==> src/rtl/bcd_score_converter.sv <==
// Iterative double-dabble binary-to-BCD converter with a start/done handshake.
// Optional LEADING_ZERO_BLANK_EN replaces leading zero digits with 4'hF at completion.
module bcd_score_converter #(
  parameter int BIN_WIDTH = 16,
  parameter int DIGITS    = 5
) (
  input  logic                  clk,
  input  logic                  rst,
  input  logic                  start,
  input  logic [BIN_WIDTH-1:0]  bin_in,
  output logic                  busy,
  output logic                  done,
  output logic [4*DIGITS-1:0]   bcd_out,
  output logic                  overflow
);

  // state | meaning
  // IDLE  | waiting for start; result registers hold the last conversion
  // CONV  | one add-3/shift iteration per cycle, BIN_WIDTH cycles total
  typedef enum logic {IDLE, CONV} state_t;

  localparam int CNT_W = $clog2(BIN_WIDTH + 1);
  localparam int BCD_W = 4 * DIGITS;

  state_t               state_q, state_d;
  logic [BIN_WIDTH-1:0] bin_sr_q;
  logic [BCD_W-1:0]     scratch_q, corr, scratch_d, result;
  logic                 ovf_q, ovf_d;
  logic [CNT_W-1:0]     cnt_q;
  logic                 last_shift;

  assign last_shift = (state_q == CONV) && (cnt_q == CNT_W'(BIN_WIDTH - 1));

  always_comb begin
    corr = scratch_q;
    for (int i = 0; i < DIGITS; i++) begin
      if (scratch_q[4*i +: 4] >= 4'd5) corr[4*i +: 4] = scratch_q[4*i +: 4] + 4'd3;
    end
    scratch_d = {corr[BCD_W-2:0], bin_sr_q[BIN_WIDTH-1]};
    // A carry out of the top digit means the value needs more than DIGITS digits.
    ovf_d     = ovf_q | corr[BCD_W-1];
  end

`ifdef LEADING_ZERO_BLANK_EN
  logic lead;
  always_comb begin
    result = scratch_d;
    lead   = 1'b1;
    for (int i = DIGITS - 1; i >= 1; i--) begin
      if (lead && (scratch_d[4*i +: 4] == 4'd0)) result[4*i +: 4] = 4'hF;
      else lead = 1'b0;
    end
  end
`else
  assign result = scratch_d;
`endif

  always_comb begin
    state_d = state_q;
    busy    = 1'b0;
    case (state_q)
      IDLE: if (start) state_d = CONV;
      CONV: begin
        busy = 1'b1;
        if (last_shift) state_d = IDLE;
      end
      default: state_d = IDLE;
    endcase
  end

  always_ff @(posedge clk) begin
    if (rst) begin
      state_q   <= IDLE;
      bin_sr_q  <= '0;
      scratch_q <= '0;
      ovf_q     <= 1'b0;
      cnt_q     <= '0;
      done      <= 1'b0;
      bcd_out   <= '0;
      overflow  <= 1'b0;
    end else begin
      state_q <= state_d;
      done    <= 1'b0;
      case (state_q)
        IDLE: begin
          if (start) begin
            bin_sr_q  <= bin_in;
            scratch_q <= '0;
            ovf_q     <= 1'b0;
            cnt_q     <= '0;
          end
        end
        CONV: begin
          bin_sr_q  <= bin_sr_q << 1;
          scratch_q <= scratch_d;
          ovf_q     <= ovf_d;
          cnt_q     <= cnt_q + 1'b1;
          if (last_shift) begin
            bcd_out  <= result;
            overflow <= ovf_d;
            done     <= 1'b1;
          end
        end
        default: ;
      endcase
    end
  end

endmodule

==> config.mk <==
export PLATFORM = sky130hd
export DESIGN_NAME = bcd_score_converter
export DESIGN_NICKNAME = d
export VERILOG_FILES = /design/src/rtl/bcd_score_converter.sv
export SDC_FILE = /design/constraint.sdc
export NUM_CORES = 1
export LEC_CHECK = 0
export ABC_AREA = 1
export CAP_MARGIN = 5
export CORE_MARGIN = 5
export CORE_UTILIZATION = 54
export CTS_BUF_LIST = sky130_fd_sc_hd__clkbuf_8 sky130_fd_sc_hd__clkbuf_16
export CTS_CLUSTER_DIAMETER = 200
export DETAILED_ROUTE_END_ITERATION = 8
export HOLD_SLACK_MARGIN = 0.03
export PLACE_DENSITY = 0.82
export REMOVE_ABC_BUFFERS = 1
export SYNTH_ARGS = -nofsm -noshare
export SYNTH_HDL_FRONTEND = slang
export SYNTH_SLANG_ARGS = --single-unit
==> constraint.sdc <==
create_clock -name clk -period 1.95 [get_ports clk]
set_input_delay 0.39 -clock clk [delete_from_list [all_inputs] [get_ports clk]]
set_output_delay 0.39 -clock clk [all_outputs]
set_load 0.02 [all_outputs]
Word level (Yosys, flattened, before mapping)

Index checks and enable logic that the tools add are counted.

Bits of input ports: 19
Memory bits (read-only): 0
Memories kept: 0
Memory bits (writable): 0
Output and inout port bits: 23
Bits in registers: 65
Bits in latches: 0

Shift operators: 0
Magnitude comparators: 5
Reduce and logical (&&, ||, !) cells: 3
Equality and inequality tests: 2
Muxes and demuxes: 18
Div/mod/pow operators: 0
Bitwise logic cells: 2
Add/sub/neg operators: 6
Multiply operators: 0

Operator list:

| kind                                                                                 | count |
|---|---|
| 20-bit case mux with 2 select lines                                                  | 1 |
| 16-bit case mux with 2 select lines                                                  | 1 |
| 4-bit by 2-bit adder with 4-bit output (second input constant)                       | 5 |
| 4-bit by 3-bit greater-or-equal comparator with 1-bit output (second input constant) | 5 |
| 20-bit 2-to-1 mux                                                                    | 1 |
| 4-bit 2-to-1 mux                                                                     | 5 |
| 16-bit 2-to-1 mux                                                                    | 1 |
| 5-bit case mux with 2 select lines                                                   | 1 |
| 5-bit by 1-bit adder with 5-bit output (second input constant)                       | 1 |
| 5-bit by 4-bit equality test with 1-bit output (second input constant)               | 1 |
| 1-bit 2-to-1 mux                                                                     | 5 |
| 5-bit 2-to-1 mux                                                                     | 1 |
| 1-bit case mux with 2 select lines                                                   | 2 |
| 2-bit inequality test (second input constant)                                        | 1 |
| 2-bit AND reduction                                                                  | 1 |
| 2-bit OR reduction                                                                   | 1 |
| 1-bit logical AND                                                                    | 1 |
| 1-bit inverter                                                                       | 1 |
| 1-bit OR                                                                             | 1 |

Longest topological paths before layout

Gate-level depths: netlist of the first run.

Depth in word-level cells: 4
Gate-level depth with buffers: 10
Gate-level depth less buffers: 9

Worst setup path before layout of the first run

OpenSTA, ideal clock, no wires.

Path kind: register -> register
From: reg cnt_q[0]
To: reg bcd_out[19]
Arrival: 1.321 ns
Cell stages (with the launch flop): 10
Setup time: 0.117 ns
Slack: 0.512 ns
Cells stage by stage: dfxtp_1 ha_1 nand2_1 nor2_1 ha_1 nand2_2 nand2_2 inv_2 buf_6 a22o_1

Longest elaborated chain between the ends: 3

Ends and longest elaborated chain:

| what                                           | line | source |
|---|---|---|
| start: declaration                             | 29   | `logic [CNT_W-1:0] cnt_q;` |
| start signal: assignment                       | 97   | `cnt_q <= cnt_q + 1'b1;` |
| 5-bit by 4-bit equality test with 1-bit output | 32   | `assign last_shift = (state_q == CONV) && (cnt_q == CNT_W'(BIN_WIDTH - 1));` |
| 1-bit logical AND                              | 32   |  |
| 2-bit AND reduction (no source line)           | n/a  |  |
| end signal: assignment                         | 99   | `bcd_out <= result;` |
| end: declaration                               | 13   | `output logic [4*DIGITS-1:0] bcd_out,` |

Every way passes these cells.
A chain may end at the register's enable or synchronous reset.

Worst setup path after layout of the first run

From: reg state_q
To: out busy

Longest elaborated chain between the ends: 1

Ends and longest elaborated chain:

| what                     | line | source |
|---|---|---|
| start: declaration       | 25   | `state_t state_q, state_d;` |
| start signal: assignment | 82   | `state_q <= state_d;` |
| 1-bit 2-to-1 mux         | 61   | `case (state_q)` |
| end: declaration         | 11   | `output logic busy,` |

Every way passes these cells.

==> results of run 1 <==
-- Yosys cell counts --
cell type | instances | area share [%]
nor2_1 | 6 | 0.75
and2_1 | 1 | 0.21
nor3_1 | 1 | 0.17
ha_1 | 12 | 5.0
a21boi_0 | 1 | 0.25
nand3_1 | 51 | 8.5
inv_1 | 44 | 5.5
nand2_2 | 3 | 0.62
buf_4 | 6 | 1.5
nor2_2 | 1 | 0.21
clkbuf_1 | 1 | 0.12
o21ai_0 | 12 | 2.0
a22oi_1 | 9 | 2.2
dfxtp_1 | 65 | 43
inv_2 | 3 | 0.37
inv_4 | 1 | 0.21
nor2_4 | 1 | 0.37
or2_2 | 1 | 0.21
a21oi_1 | 28 | 4.6
buf_2 | 8 | 1.3
buf_6 | 2 | 0.75
nand2_1 | 154 | 19
a22o_1 | 2 | 0.58
nand4_1 | 11 | 2.3
buf_1 | 1 | 0.12
-- final timing paths --
kind                      end  slack [ns]
setup / recovery         busy        0.20
hold / removal    bcd_out[12]        0.45
hold reg to reg   bcd_out[12]        0.45
setup reg to reg  bcd_out[19]        0.30
-- report_power, final --
group	switching, uW	total, uW	internal (uW)
clock	465	1150	684
combinational	108	185	77.1
sequential	14.5	1370	1350
-- worst min-delay path: cells and delay by family (launching register included) --
kind	cells	cell delay (ns)
DFF	1	0.31
and+or+nand+nor	2	0.11
-- per-layer routing --
metal / wire length [um] / part of all wire (%)
met3: 404 / 6.5
met4: 85 / 1.4
met2: 3067 / 49
met1: 2697 / 43
met5: 0 / 0
-- state kept, by name, summed over array words and instances (netlist names) --
signal,flops
overflow,1
cnt_q,5
bcd_out,20
state_q,1
ovf_q,1
bin_sr_q,16
done,1
scratch_q,20
-- cell families (layout without fill, tap and decap cells) --
| logic type | after synthesis | count (layout) | share of synthesized area, % |
|---|---|---|---|
| adder cells (fa/ha/maj) | 12 | 12 | 4.971 |
| flip-flops | 65 | 65 | 43.08 |
| buffers and inverters | 66 | 111 | 9.859 |
| AND/OR/NAND/NOR | 230 | 230 | 32.39 |
| AO/OA/AOI/OAI | 52 | 52 | 9.693 |
-- layout make-up --
type	instances	area, sq um	area share [%]
clock inverter	4	42.54	1.159
tap	72	90.09	2.454
sequential	65	1301	35.45
inverter	48	182.7	4.976
multi-input combinational	294	1421	38.72
clock buffer	12	165.2	4.499
timing repair buffer	47	467.9	12.75
-- stage by stage --
stage | utilization (%) | total power, uW
5_1_grt | 67.08 | 2822
4_1_cts | 67.08 | 2727
3_3_place_gp | 63.28 | 1576
2_1_floorplan | - | 1485
3_5_place_dp | 63.28 | 1580
6_report | 67.08 | 2699
==> flow_summary.ini, run 1 <==
[outcome]
status = finished clean

[sta]
rsz0062_at_grt = false
tns_ns = 0
setup_viol = 0
finalWorstSetupSlack_ns = 0.2018
layout_min_cycle_time_ns = 1.748
finalClockSkew_ns = 0.006496
tightestPinTransition_ns = 0.3727
hold_ws_ns = 0.4517
max_freq_ghz = 0.5720
hold_violations = 0
slew_violations = 0
slew_headroom_pct = 75.12
min_period_over_period_pct = 89.65

[logic_synthesis]
syn_inst = 425
mappedNetlistArea_sq_um = 3020
synth_cell_type_count = 25
ys_seq_area_share_pct = 43.08
yosysWarnings = 0
avgSynthCellArea_sq_um = 7.107
ys_seq_elements = 65

[routing]
vias = 2780
wl_mm = 6.254
first_pass_iters = 4
ant_nets = 0
drt-initial-drc-count = 133
route.detailed.drc = 0
wl_per_cell_um = 11.54
vias_per_cell = 5.129

[placement]
dpl_worst_slack_ns = 0.2898
place_congestion = 0.8155
place_hpwl_mm = 4.376
placed_area_sq_um = 3463
port_buffers = 41
dp.cells = 526

[setup_path]
reg2reg_from = cnt_q[0]
slowest_delay_ns = 0.65
worst_r2r_path_depth = 8
path_cells = clkdlybuf4s50_1
cp-startpoint = state_q
crit_type = flip-flop to output port
cp-end-kind = output port
cp_top_family = buffers and inverters
cp_slowest_cell = clkdlybuf4s50_1
cp.arrival_ns = 1.36
crit_cells = 1
startpoint_type = flip-flop
critical_path_required_ns = 1.56
cp.buffers_inverters = 1
crit_fanout = 2

[clocking]
cts_tree = yes
ctsRootBufferMaster = clkbuf_8
clk_pin_slew_ns = 0.06
cts_sinks = 65
ctsHoldBuffers = 0
ctsResizeCount = 0
h-tree-depth = 3
cts_buffers = 9
cts_setup_buffers = 0
worstSkewPairLatency_ns = 0.33
cts_buffer_depth = 2

[global_route]
antenna_found_initial = 0
grt-ovfl-total = 0
grtUsageMet3_pct = 6.968
grt_pass1_wl_mm = 10.80
grt_usage_pct = 18.26
use_met2_pct = 33.10
met1_usage_pct = 19.75
grt_pass1_vias = 2577
grt.busiest_layer = met2
grt_max_degree = 44

[final_layout]
fin_area_sq_um = 3671
instances_no_fill = 542
final_cell_mix = nand2_1 (154), dfxtp_1 (65), nand3_1 (51), inv_1 (46), clkdlybuf4s50_1 (41)
fin_nets = 496
areaGrowthSynthToFinish_pct = 21.54
n_antenna_cell = 0
drive_gt1_share_pct = 6.383
nFillCells = 472
mostFrequentLayoutCell = nand2_1

[floorplan]
fp-row-count = 27
floorplan.initialDensity_pct = 55.19
core_sq_um = 5473
die_height_um = 84.79
fp.dieW_um = 84.79
io_pins = 42
design.die.area_sq_um = 7189

[pwr]
power.leakage_uw = 0.001689
vdd_ir_drop_max_mv = 0.6515
p_per_area_nw_per_um2 = 735.3

[worst_hold_path]
whs_path_depth = 2
worstHoldStart = bcd_out[12]
min_path_type = flip-flop to flip-flop

[job]
cap_violations = 0
No activity file was read; power rests on OpenSTA's default activity.
==> inputs of run 2 (changes only) <==
--- a/config.mk
+++ b/config.mk
@@ -6,8 +6,7 @@
 export NUM_CORES = 1
 export LEC_CHECK = 0
 export ABC_AREA = 1
-export CAP_MARGIN = 5
-export CORE_MARGIN = 5
+export CAP_MARGIN = 15
 export CORE_UTILIZATION = 54
 export CTS_BUF_LIST = sky130_fd_sc_hd__clkbuf_8 sky130_fd_sc_hd__clkbuf_16
 export CTS_CLUSTER_DIAMETER = 200
==> constraint.sdc (replaced) <==
create_clock -name clk -period 1.95 [get_ports clk]
set_input_delay 0.39 -clock clk [delete_from_list [all_inputs] [get_ports clk]]
set_output_delay 0.39 -clock clk [all_outputs]
set_load 0.05 [all_outputs]
==> flow_summary.ini, run 2 (synthesis results as in run 1) <==
[final_layout]
areaGrowthSynthToFinish_pct = 19.72
nFillCells = 458
reg_top3 = bcd_out (20), scratch_q (20), bin_sr_q (16)
drive_gt1_share_pct = 6.210
n_antenna_cell = 0
fin_nets = 497
mostFrequentLayoutCell = nand2_1
final_cell_mix = nand2_1 (154), dfxtp_1 (65), nand3_1 (51), inv_1 (45), clkdlybuf4s50_1 (40)
instances_no_fill = 537

[clocking]
clk_pin_slew_ns = 0.07
h-tree-depth = 3
ctsResizeCount = 0
cts_buffers = 9
ctsRootBufferMaster = clkbuf_8
cts_tree = yes
ctsHoldBuffers = 0
worstSkewPairLatency_ns = 0.33
cts_buffer_depth = 2
cts_setup_buffers = 0
cts_sinks = 65

[placement]
dpl_worst_slack_ns = 0.1616
dp.cells = 525
port_buffers = 41
place_hpwl_mm = 4.154
place_congestion = 0.8216

[sta]
hold_violations = 0
max_freq_ghz = 0.5282
tns_ns = 0
finalClockSkew_ns = 0.006350
rsz0062_at_grt = false
min_period_over_period_pct = 97.08
slew_violations = 0
finalWorstSetupSlack_ns = 0.05692
hold_ws_ns = 0.4505
slew_headroom_pct = 65.90
setup_viol = 0
layout_min_cycle_time_ns = 1.893
tightestPinTransition_ns = 0.5100

[global_route]
antenna_found_initial = 0
grt_usage_pct = 22.05
grt-ovfl-total = 0
grt_pass1_wl_mm = 10.52
grt_pass1_vias = 2534
grt_max_degree = 36

[setup_path]
slowest_delay_ns = 0.82
cp.arrival_ns = 1.50
startpoint_type = flip-flop
crit_type = flip-flop to output port
cp_slowest_cell = clkdlybuf4s50_1
cp_top_family = buffers and inverters
cp.buffers_inverters = 1
cp-end-kind = output port
crit_fanout = 2
path_cells = clkdlybuf4s50_1
critical_path_required_ns = 1.56

[floorplan]
floorplan.initialDensity_pct = 57.67
design.die.area_sq_um = 5897
io_pins = 42
core_sq_um = 5238
fp.dieW_um = 76.79
fp-row-count = 26
die_height_um = 76.79

[routing]
vias_per_cell = 5.114
wl_mm = 6.049
ant_nets = 0
vias = 2746
wl_per_cell_um = 11.26
route.detailed.drc = 0
drt-initial-drc-count = 147
first_pass_iters = 4

[outcome]
status = finished clean

[pwr]
vdd_ir_drop_max_mv = 0.3856
power.leakage_uw = 0.001663
p_per_area_nw_per_um2 = 674.6

[job]
cap_violations = 0

[worst_hold_path]
min_path_type = flip-flop to flip-flop
[run 2: changes by cell type in the layout (fill, tap and decap cells not counted), sizes merged]
| cell | before | now |
|---|---|---|
| clkdlybuf4s50 | 41 | 40 |
| buf | 6 | 8 |
| clkbuf | 12 | 9 |
| clkinv | 1 | 2 |
| inv | 50 | 49 |
| bufinv | 1 | 0 |
[run 2: power by group]
part / internal [uW] / total, uW / switching (uW)
clock: 423 / 884 / 461
sequential: 1350 / 1370 / 18.0
combinational: 79.6 / 185 / 106
total: 1850 / 2440 / 585
[run 2: final cells by class]
class	count	area, sq um	share of cell area, %
Tap cell	70	87.58	2.422
Inverter	48	182.7	5.052
Clock inverter	3	13.76	0.3806
Timing Repair Buffer	48	485.5	13.43
Clock buffer	9	123.9	3.426
Sequential cell	65	1301	35.99
Multi-Input combinational cell	294	1421	39.31
[run 2: path summary, 6_finish.rpt]
path,from,end,slack [ns],cells past startpoint
hold / removal,bcd_out[1],bcd_out[1],0.45,2
setup reg to reg,cnt_q[0],bcd_out[19],0.32,8
setup / recovery,bcd_out[0],bcd_out[0],0.06,1
hold reg to reg,bcd_out[1],bcd_out[1],0.45,2
[run 2: layer usage]
metal	vias to the layer above	GRT usage (%)	wire length [um]
met5	-	0	0
met4	0	9.615	89
met3	9	4.405	278
met2	78	39.02	2950
met1	1212	25.54	2731
li1	1447	-	-
[run 2: per-stage QoR]
| stage | cell area, sq um | total power, uW | util, % |
|---|---|---|---|
| after floorplan | 2905 | 1489 | - |
| after global placement | 3478 | 1580 | 66.41 |
| after detailed placement | 3478 | 1584 | 66.41 |
| after CTS | 3616 | 2456 | 69.04 |
| after global routing | 3616 | 2529 | 69.04 |
| final | 3616 | 2439 | 69.04 |
==> inputs of run 3 (changes only) <==
--- a/config.mk
+++ b/config.mk
@@ -6,7 +6,7 @@
 export NUM_CORES = 1
 export LEC_CHECK = 0
 export ABC_AREA = 1
-export CAP_MARGIN = 15
+export CAP_MARGIN = 20
 export CORE_UTILIZATION = 54
 export CTS_BUF_LIST = sky130_fd_sc_hd__clkbuf_8 sky130_fd_sc_hd__clkbuf_16
 export CTS_CLUSTER_DIAMETER = 200
==> results of run 3 <==
Same layout as run 2: the final DEF is identical, and so are final timing and power.
